### config.mk
export PLATFORM = sky130hd
export DESIGN_NAME = evm_ballot_ctrl
export DESIGN_NICKNAME = d
export VERILOG_FILES = /design/src/rtl/evm_pkg.sv /design/src/rtl/evm_down_timer.sv /design/src/rtl/evm_ballot_ctrl.sv
export SDC_FILE = /design/constraint.sdc
export NUM_CORES = 1
export LEC_CHECK = 0
export CAP_MARGIN = 20
export CORE_MARGIN = 5
export CORE_UTILIZATION = 55
export DETAILED_ROUTE_END_ITERATION = 16
export GPL_TIMING_DRIVEN = 1
export PLACE_DENSITY = 0.85
export SLEW_MARGIN = 20
export SYNTH_ARGS = -nofsm -noshare
export SYNTH_HDL_FRONTEND = slang
export SYNTH_SLANG_ARGS = --single-unit
### constraint.sdc
create_clock -name clk -period 3.5 [get_ports clk]
set_clock_uncertainty 0.1 [all_clocks]
set_input_delay 0.875 -clock clk [delete_from_list [all_inputs] [get_ports clk]]
set_output_delay 0.875 -clock clk [all_outputs]
set_load 0.03 [all_outputs]
### src/rtl/evm_pkg.sv
// Shared constants and state encoding for the EVM ballot sequencer.
package evm_pkg;

    localparam int         NUM_CAND_DEF = 4;
    localparam int         CNT_W_DEF    = 16;
    localparam logic [3:0] PASSKEY_DEF  = 4'b1010;

    typedef enum logic [2:0] {
        ST_CLOSED   = 3'd0,
        ST_IDLE     = 3'd1,
        ST_WAIT_REL = 3'd2,
        ST_ARMED    = 3'd3,
        ST_ACK      = 3'd4,
        ST_RESULT   = 3'd5
    } evm_state_t;

endpackage

### src/rtl/evm_down_timer.sv
// Loadable down-counter shared by the ballot timeout and the vote-ack hold.
module evm_down_timer #(
    parameter int W = 10
) (
    input  logic         clk,
    input  logic         rst,
    input  logic         load_i,
    input  logic [W-1:0] load_val_i,
    input  logic         en_i,
    output logic         zero_o
);

    logic [W-1:0] cnt_q;

    // High on the cycle whose enabled step takes the count to zero.
    assign zero_o = en_i && !load_i && (cnt_q == W'(1));

    always_ff @(posedge clk) begin
        if (rst) begin
            cnt_q <= '0;
        end else if (load_i) begin
            cnt_q <= load_val_i;
        end else if (en_i && (cnt_q != '0)) begin
            cnt_q <= cnt_q - W'(1);
        end
    end

endmodule

### src/rtl/evm_ballot_ctrl.sv
// Polling-session sequencer: passkey open/close, one ballot per voter, one-hot vote strobe.
module evm_ballot_ctrl
    import evm_pkg::*;
#(
    parameter int         NUM_CAND    = NUM_CAND_DEF,
    parameter logic [3:0] PASSKEY     = PASSKEY_DEF,
    parameter int         TIMEOUT_CYC = 1000,
    parameter int         ACK_CYC     = 8,
    parameter int         CNT_W       = CNT_W_DEF
) (
    input  logic                clk,
    input  logic                rst,
    input  logic                poll_open_req,
    input  logic                poll_close_req,
    input  logic [3:0]          passkey,
    input  logic                ballot_issue,
    input  logic [NUM_CAND-1:0] vote_btn,
    output logic [NUM_CAND-1:0] vote_pulse,
    output logic                ballot_ready,
    output logic                cast_ack,
    output logic                err_multi,
    output logic                timeout_err,
    output logic                result_enable,
    output logic [CNT_W-1:0]    voter_count
);

    localparam int TMR_MAX = (TIMEOUT_CYC > ACK_CYC) ? TIMEOUT_CYC : ACK_CYC;
    localparam int TMR_W   = $clog2(TMR_MAX + 1);

    evm_state_t          state_q, state_d;
    logic                tmr_load, tmr_en, tmr_zero;
    logic [TMR_W-1:0]    tmr_val;
    logic [NUM_CAND-1:0] pulse_d, pulse_q;
    logic [CNT_W-1:0]    count_d, count_q;
    logic                multi_d, multi_q, tout_d, tout_q;
    logic                ready_q, ack_q, result_q;
    logic                auth, btn_none, btn_onehot, count_full;

    assign auth       = (passkey == PASSKEY);
    assign btn_none   = (vote_btn == '0);
    assign btn_onehot = !btn_none && ((vote_btn & (vote_btn - NUM_CAND'(1))) == '0);
    assign count_full = (count_q == '1);

    evm_down_timer #(.W(TMR_W)) u_timer (
        .clk        (clk),
        .rst        (rst),
        .load_i     (tmr_load),
        .load_val_i (tmr_val),
        .en_i       (tmr_en),
        .zero_o     (tmr_zero)
    );

    always_comb begin
        state_d  = state_q;
        tmr_load = 1'b0;
        tmr_val  = '0;
        tmr_en   = 1'b0;
        pulse_d  = '0;
        count_d  = count_q;
        multi_d  = 1'b0;
        tout_d   = 1'b0;
        case (state_q)
            ST_CLOSED: begin
                if (poll_open_req && auth) state_d = ST_IDLE;
            end
            ST_IDLE: begin
                if (poll_close_req && auth) begin
                    state_d = ST_RESULT;
                end else if (ballot_issue && !count_full) begin
                    state_d  = ST_WAIT_REL;
                    tmr_load = 1'b1;
                    tmr_val  = TMR_W'(TIMEOUT_CYC);
                end
            end
            // A button still held from the previous voter must be released first.
            ST_WAIT_REL: begin
                tmr_en = 1'b1;
                if (tmr_zero) begin
                    state_d = ST_IDLE;
                    tout_d  = 1'b1;
                end else if (btn_none) begin
                    state_d = ST_ARMED;
                end
            end
            // A valid single vote beats a coincident timeout.
            ST_ARMED: begin
                tmr_en = 1'b1;
                if (btn_onehot) begin
                    state_d  = ST_ACK;
                    pulse_d  = vote_btn;
                    count_d  = count_q + CNT_W'(1);
                    tmr_load = 1'b1;
                    tmr_val  = TMR_W'(ACK_CYC);
                end else begin
                    multi_d = !btn_none;
                    if (tmr_zero) begin
                        state_d = ST_IDLE;
                        tout_d  = 1'b1;
                    end
                end
            end
            ST_ACK: begin
                tmr_en = 1'b1;
                if (tmr_zero) state_d = ST_IDLE;
            end
            ST_RESULT: state_d = ST_RESULT;
            default:   state_d = ST_CLOSED;
        endcase
    end

    always_ff @(posedge clk) begin
        if (rst) begin
            state_q  <= ST_CLOSED;
            pulse_q  <= '0;
            count_q  <= '0;
            multi_q  <= 1'b0;
            tout_q   <= 1'b0;
            ready_q  <= 1'b0;
            ack_q    <= 1'b0;
            result_q <= 1'b0;
        end else begin
            state_q  <= state_d;
            pulse_q  <= pulse_d;
            count_q  <= count_d;
            multi_q  <= multi_d;
            tout_q   <= tout_d;
            ready_q  <= (state_d == ST_ARMED);
            ack_q    <= (state_d == ST_ACK);
            result_q <= (state_d == ST_RESULT);
        end
    end

    assign vote_pulse    = pulse_q;
    assign ballot_ready  = ready_q;
    assign cast_ack      = ack_q;
    assign err_multi     = multi_q;
    assign timeout_err   = tout_q;
    assign result_enable = result_q;
    assign voter_count   = count_q;

endmodule

==> results of run 1 <==
[tightest hold or removal path, cell delays in order (launching register included)]
cell and delay (ns):
dfxtp_1 0.35, o31ai_1 0.07, a21oi_1 0.06
[Yosys cell counts, drive strengths merged]
| master | instances | area [µm²] |
|---|---|---|
| dfxtp | 38 | 760.7 |
| nor2 | 30 | 112.6 |
| xnor2 | 16 | 140.1 |
| nor4 | 14 | 123.9 |
| a21oi | 11 | 55.05 |
| nand2 | 9 | 33.78 |
| inv | 8 | 30.03 |
| nand3 | 8 | 40.04 |
| o21ai | 7 | 35.03 |
| clkbuf | 5 | 20.01 |
| nand4 | 5 | 31.28 |
| nor3 | 5 | 25.02 |
| nor3b | 5 | 48.80 |
| a211oi | 4 | 30.03 |
| buf | 4 | 22.52 |
| o31ai | 4 | 30.03 |
| ha | 3 | 37.54 |
| nand2b | 3 | 18.77 |
| nor4b | 3 | 26.28 |
| or3 | 3 | 18.77 |
| a2111oi | 2 | 17.52 |
| a21o | 2 | 15.01 |
| and4 | 2 | 17.52 |
| mux2i | 2 | 20.02 |
| o211ai | 2 | 15.01 |
| o21a | 2 | 15.01 |
| or4 | 2 | 15.01 |
| xor2 | 2 | 17.52 |
| a211o | 1 | 10.01 |
| a2bb2oi | 1 | 8.760 |
| a31oi | 1 | 6.260 |
| and2 | 1 | 6.260 |
| and2b | 1 | 7.510 |
| and3 | 1 | 6.260 |
| maj3 | 1 | 10.01 |
| nand3b | 1 | 7.510 |
| nand4bb | 1 | 11.26 |
| nor2b | 1 | 6.260 |
| o2111a | 1 | 11.26 |
| o2111ai | 1 | 8.760 |
| o22ai | 1 | 6.260 |
| o32a | 1 | 10.01 |
| or2 | 1 | 6.260 |
[how the worst max path moves through the flow]
stage / from / endpoint / slack, ns / cells after the start
floorplan: vote_btn[0] / voter_count[12] / 1.22 / 6
global placement: vote_btn[1] / voter_count[5] / 0.63 / 7
detailed placement: vote_btn[1] / voter_count[9] / 0.60 / 7
CTS: vote_btn[1] / voter_count[5] / 0.96 / 7
global route: vote_btn[1] / voter_count[11] / 0.78 / 7
finish: vote_btn[1] / voter_count[5] / 0.93 / 7
[per-layer routing]
| layer | GRT usage | vias up | wire length (µm) | share of wire |
|---|---|---|---|---|
| met3 | 0.06969 | 7 | 238 | 0.057 |
| met2 | 0.3385 | 47 | 2014 | 0.48 |
| met1 | 0.2239 | 770 | 1864 | 0.44 |
| met5 | 0 | - | 0 | 0 |
| li1 | - | 863 | - | - |
| met4 | 0.09976 | 0 | 88 | 0.021 |
[logic make-up after synthesis]
family,after synthesis
adder cells (fa/ha/maj),4
AO/OA/AOI/OAI,41
AND/OR/NAND/NOR,96
flip-flops,38
XOR/XNOR,18
buffers and inverters,17
multiplexers,2
[registers in the layout (all words and copies together), names as in the netlist]
name	flops
timeout_err	1
u_timer.cnt_q	10
cast_ack	1
voter_count	16
ballot_ready	1
state_q	3
vote_pulse	4
err_multi	1
result_enable	1
[layout by cell type (no fill, tap or decap), types with 2 or more instances in the layout]
cell / count
a2111oi_0: 2
buf_4: 3
nor2_1: 30
nand3_1: 8
dfxtp_1: 38
and4_1: 2
nand4_1: 5
nor4_1: 11
nor3b_1: 4
xor2_1: 2
inv_1: 8
or4_1: 2
o31ai_1: 4
o211ai_1: 2
nor4b_1: 3
or3_1: 3
nor3_1: 5
xnor2_1: 16
clkbuf_4: 5
o21a_1: 2
nor4_4: 2
mux2i_1: 2
clkdlybuf4s50_1: 37
o21ai_0: 6
clkbuf_1: 2
a21oi_1: 11
nand2_1: 9
a21o_1: 2
nand2b_1: 3
a211oi_1: 4
ha_1: 3
[stage by stage]
| step | cells | hold WS, ns | cell area (µm²) |
|---|---|---|---|
| 6_report | 300 | 0.4202 | 2349 |
| 3_3_place_gp | 293 | 0.4026 | 2303 |
| 5_1_grt | 300 | 0.4475 | 2349 |
| 4_1_cts | 300 | 0.4236 | 2349 |
| 2_1_floorplan | 216 | 0.3905 | 1896 |
| 3_5_place_dp | 293 | 0.4074 | 2303 |
[cell type report]
cell class | count | area (µm²)
multi-input cells | 161 | 1062
fillers | 284 | 988.4
flip-flops and latches | 38 | 760.7
repair buffers | 40 | 392.9
well taps | 46 | 57.56
clock buffers | 7 | 45.04
inverters | 8 | 30.03
[where the power goes]
group | switching, mW | leakage, nW | internal [mW] | total [mW]
Clock | 0.135 | 0.0254 | 0.0758 | 0.211
Sequential | 0.00382 | 0.306 | 0.434 | 0.438
Combinational | 0.0291 | 0.426 | 0.0278 | 0.0570
Total | 0.168 | 0.758 | 0.538 | 0.706
==> flow_summary.json, run 1 <==
{
  "synth_nets": 232,
  "yosysUniqueCellTypes": 49,
  "wirelength_um": 4205,
  "drcViolationCount": 0,
  "cp_num_buf_inv": 2,
  "cpPeakStageDelay_ns": 0.50,
  "max-clock-path-buffers": 2,
  "relSlewSlack": 0.6682,
  "portBuffers": 37,
  "synth_area_um2": 1896,
  "r2r-end": "voter_count[5]",
  "p_leak_nw": 0.7579,
  "crit_required_ns": 3.63,
  "finish.utilization": 0.7038,
  "synth_top_family_by_area": "simple AND/OR/NAND/NOR gates",
  "grt_usage": 0.2009,
  "finalHoldViolCount": 0,
  "yosysSeqAreaShare": 0.4013,
  "drv_cap": 0,
  "crit_top_cell": "nor4b_1",
  "min_delay_path_depth": 2,
  "antennaDiodeCount": 0,
  "worstSetupPathType": "in2reg",
  "ys_ff_latch": 38,
  "synthMuxAreaShare": 0.01056,
  "cts_resized": 0,
  "reg2reg_slack_ns": 1.51,
  "place_hpwl_um": 3042,
  "cts.clk_slew.worst_paths_ns": 0.10,
  "crit_fanout": 13,
  "clock-sinks": 38,
  "syn-mean-instance-area_um2": 8.776,
  "avgViaCountPerCell": 5.623,
  "syn_to_final_growth_pct": 23.89,
  "holdCritPathClass": "reg2reg",
  "grt_pass1_vias": 1571,
  "wire_per_inst_um": 14.02,
  "drv_slew": 0,
  "ir_worst_vdd_uv": 263.2,
  "cts_setup_buffers": 0,
  "clk_latency_ns": 0.35,
  "ctsHoldBuffers": 0,
  "placementRows": 21,
  "power_mw": 0.7060,
  "grt-ovfl-total": 0,
  "setup_viol": 0,
  "setup_ws_ns": 0.9267,
  "cpMaxStageDelayCell": "clkdlybuf4s50_1",
  "netlist_instances": 216,
  "die_y_um": 68.71,
  "layout-drive-gt1-share": 0.05512,
  "synthSimpleGateAreaFrac": 0.2970,
  "fmax_mhz": 388.6,
  "die_x_um": 68.71,
  "r2r_start": "state_q[1]",
  "reg2reg_depth": 5,
  "place.gp.congestion": 0.8258,
  "cts_tree": "yes",
  "grt_max_degree": 32,
  "cp.arrival_ns": 2.71,
  "powerDensity_nw_per_um2": 300.6,
  "final_antenna_net_count": 0,
  "cts_buffers": 5,
  "fin_nets": 270,
  "period_share": 0.7352,
  "antenna_found_initial": 0,
  "period_needed_ns": 2.573,
  "worst_pin_slew_ns": 0.4940,
  "clockRootBuffer": "clkbuf_4",
  "critical_path.startpoint_type": "input pin",
  "io_pins": 38,
  "drt-pass1-iter-count": 5,
  "die_area_um2": 4720,
  "crit_path_end_kind": "flip-flop",
  "path_delay_family": "simple AND/OR/NAND/NOR gates",
  "synth-compound-area-share": 0.1446,
  "hold_end": "voter_count[15]",
  "grt_pass1_wl_um": 7044,
  "dr_total_vias": 1687,
  "start_util": 0.5681,
  "dp_slack_ns": 0.5990,
  "htree_levels": 2,
  "yosysWarnings": 0,
  "rsz0062_at_grt": "no",
  "path_cells": "clkdlybuf4s50_1, nor4b_1, a211oi_1, buf_4, nor4b_1, xnor2_1, nor2_1",
  "drt_iter0_drc": 95,
  "status": "completed",
  "fin_tns_setup_ns": 0,
  "synth_xor_area_frac": 0.08317,
  "synth_fa_ha_area_frac": 0.02508,
  "hold_start": "voter_count[15]",
  "core_area_um2": 3337
}
Power figures use the tool's default switching activity.
==> inputs of run 2 (changes only) <==
- CORE_UTILIZATION: 55 -> 46
- PLACE_DENSITY: 0.85 -> 0.75
- clock period: 3.5 -> 2.17 ns (I/O delays scaled with it)
==> run 2 against run 1 <==
Non-clock buffer count grew 14. First-iteration DRC count up 4.2%. Register-to-register slack lost 1.3 ns.
==> flow_summary.json, run 2 (synthesis results as in run 1) <==
{
  "status": "completed",
  "fin_tns_setup_ns": 0,
  "r2r_start": "state_q[1]",
  "max-clock-path-buffers": 2,
  "placementRows": 23,
  "drt_iter0_drc": 99,
  "grt_usage": 0.1850,
  "drv_slew": 0,
  "critical_path.startpoint_type": "flip-flop",
  "cts_buffers": 5,
  "place.gp.congestion": 0.8596,
  "grt_pass1_wl_um": 7769,
  "setup_viol": 0,
  "seq_area_um2": 760.7,
  "powerDensity_nw_per_um2": 503.7,
  "ir_worst_vdd_uv": 450.6,
  "multi_input_area_um2": 1227,
  "clockRootBuffer": "clkbuf_8",
  "ctsHoldBuffers": 0,
  "seq_power_share": 0.520,
  "portBuffers": 37,
  "fin_nets": 284,
  "switching_share": 0.2495,
  "io_pins": 38,
  "crit_fanout": 6,
  "core_area_um2": 4000,
  "rsz0062_at_grt": "no",
  "finalHoldViolCount": 0,
  "holdCritPathClass": "reg2reg",
  "drv_cap": 0,
  "cpPeakStageDelay_ns": 0.73,
  "relSlewSlack": 0.6404,
  "start_util": 0.4739,
  "crit_path_end_kind": "output pin",
  "place_hpwl_um": 3305,
  "die_y_um": 74.20,
  "cts.clk_slew.worst_paths_ns": 0.07,
  "avgViaCountPerCell": 5.652,
  "clk_latency_ns": 0.30,
  "reg2reg_slack_ns": 0.20,
  "crit_required_ns": 1.53,
  "grt-ovfl-total": 0,
  "power.internal_mw": 1.018,
  "antennaDiodeCount": 0,
  "path_delay_family": "buffers and inverters",
  "die_area_um2": 5505,
  "period_share": 0.9657,
  "hold_end": "u_timer.cnt_q[1]",
  "clock-sinks": 38,
  "cpMaxStageDelayCell": "clkdlybuf4s50_1",
  "final_cell_mix": "38 x dfxtp_1, 31 x clkdlybuf4s50_1, 30 x nor2_1",
  "pwr-share-comb": 0.095,
  "grt_max_degree": 22,
  "antenna_found_initial": 0,
  "die_x_um": 74.20,
  "final_antenna_net_count": 0,
  "p_sw_mw": 0.3384,
  "fmax_mhz": 477.2,
  "worstSetupPathType": "reg2out",
  "cts_tree": "yes",
  "r2r-end": "voter_count[15]",
  "cp.arrival_ns": 1.45,
  "worst_pin_slew_ns": 0.5378,
  "largest_reg_flops": 16,
  "cp_num_buf_inv": 1,
  "hold_start": "u_timer.cnt_q[1]",
  "syn_to_final_growth_pct": 42.05,
  "path_cells": "clkdlybuf4s50_1",
  "period_needed_ns": 2.096,
  "wirelength_um": 5212,
  "htree_levels": 2,
  "min_delay_path_depth": 2,
  "dr_total_vias": 1803,
  "p_leak_nw": 1.002,
  "layout_commonest_cell": "dfxtp_1",
  "layout-drive-gt1-share": 0.1784,
  "grt_pass1_vias": 1653,
  "drt-pass1-iter-count": 4,
  "drcViolationCount": 0,
  "reg2reg_depth": 5,
  "nFillCells": 318,
  "power_frac_clock": 0.385,
  "whs_ns": 0.4231,
  "cts_setup_buffers": 0,
  "wire_per_inst_um": 16.34
}
==> run 2: changes by cell type in the layout (fill, tap and decap cells not counted), sizes merged <==
cell           change
buf               +14
dlymetal6s2s       +6
clkinv             +1
clkdlybuf4s50      -6
==> run 2: power groups by stage <==
stage                     logic [mW]  registers (mW)  clock network (mW)
final                          0.129           0.705               0.522
after global routing           0.138           0.706               0.560
after CTS                      0.109           0.705               0.526
after detailed placement       0.104           0.722                   0
after global placement         0.102           0.722                   0
after floorplan               0.0556           0.720                   0
==> run 2: worst min-delay path, cell delays in order, from the launching register on <==
cell and delay [ns]:
dfxtp_1 0.32, nor2_1 0.10, a211oi_1 0.05
==> run 2: stage by stage <==
stage	std cells	setup slack (ns)	area [µm²]	power [mW]	util
2_1_floorplan	216	0.2040	1896	0.7753	-
3_3_place_gp	310	-0.3297	2406	0.8242	0.6015
3_5_place_dp	310	-0.3943	2406	0.8260	0.6015
4_1_cts	318	-0.04525	2575	1.340	0.6437
5_1_grt	319	0.005010	2693	1.404	0.6731
6_report	319	0.07432	2693	1.356	0.6731
==> run 2: timing repair <==
action	4_1_cts	5_1_grt
pin swaps	1	1
gates cloned	0	1
resized for setup	12	25
setup endpoints to repair	13	28
==> run 2: cell type report <==
cell class                      count  share of cell area
Clock inverter                      1            0.001859
Timing Repair Buffer               54              0.1933
Multi-Input combinational cell    161              0.4559
Inverter                            8             0.01115
Tap cell                           50             0.02323
Sequential cell                    38              0.2825
Clock buffer                        7             0.03206
==> run 2: per-layer routing <==
layer  routed length, µm  global-route usage
met5                   0                   0
met2                2511              0.2884
met4                 147             0.08249
met3                 255             0.06081
met1                2297              0.2328
==> run 2: worst max-delay path by stage <==
stage               cells past startpoint               to            from
floorplan                               6  voter_count[15]  voter_count[4]
global placement                        7     ballot_ready     vote_btn[1]
detailed placement                      7  voter_count[10]     vote_btn[3]
CTS                                     7  voter_count[15]     vote_btn[3]
global route                            1   voter_count[8]  voter_count[8]
finish                                  1   voter_count[4]  voter_count[4]
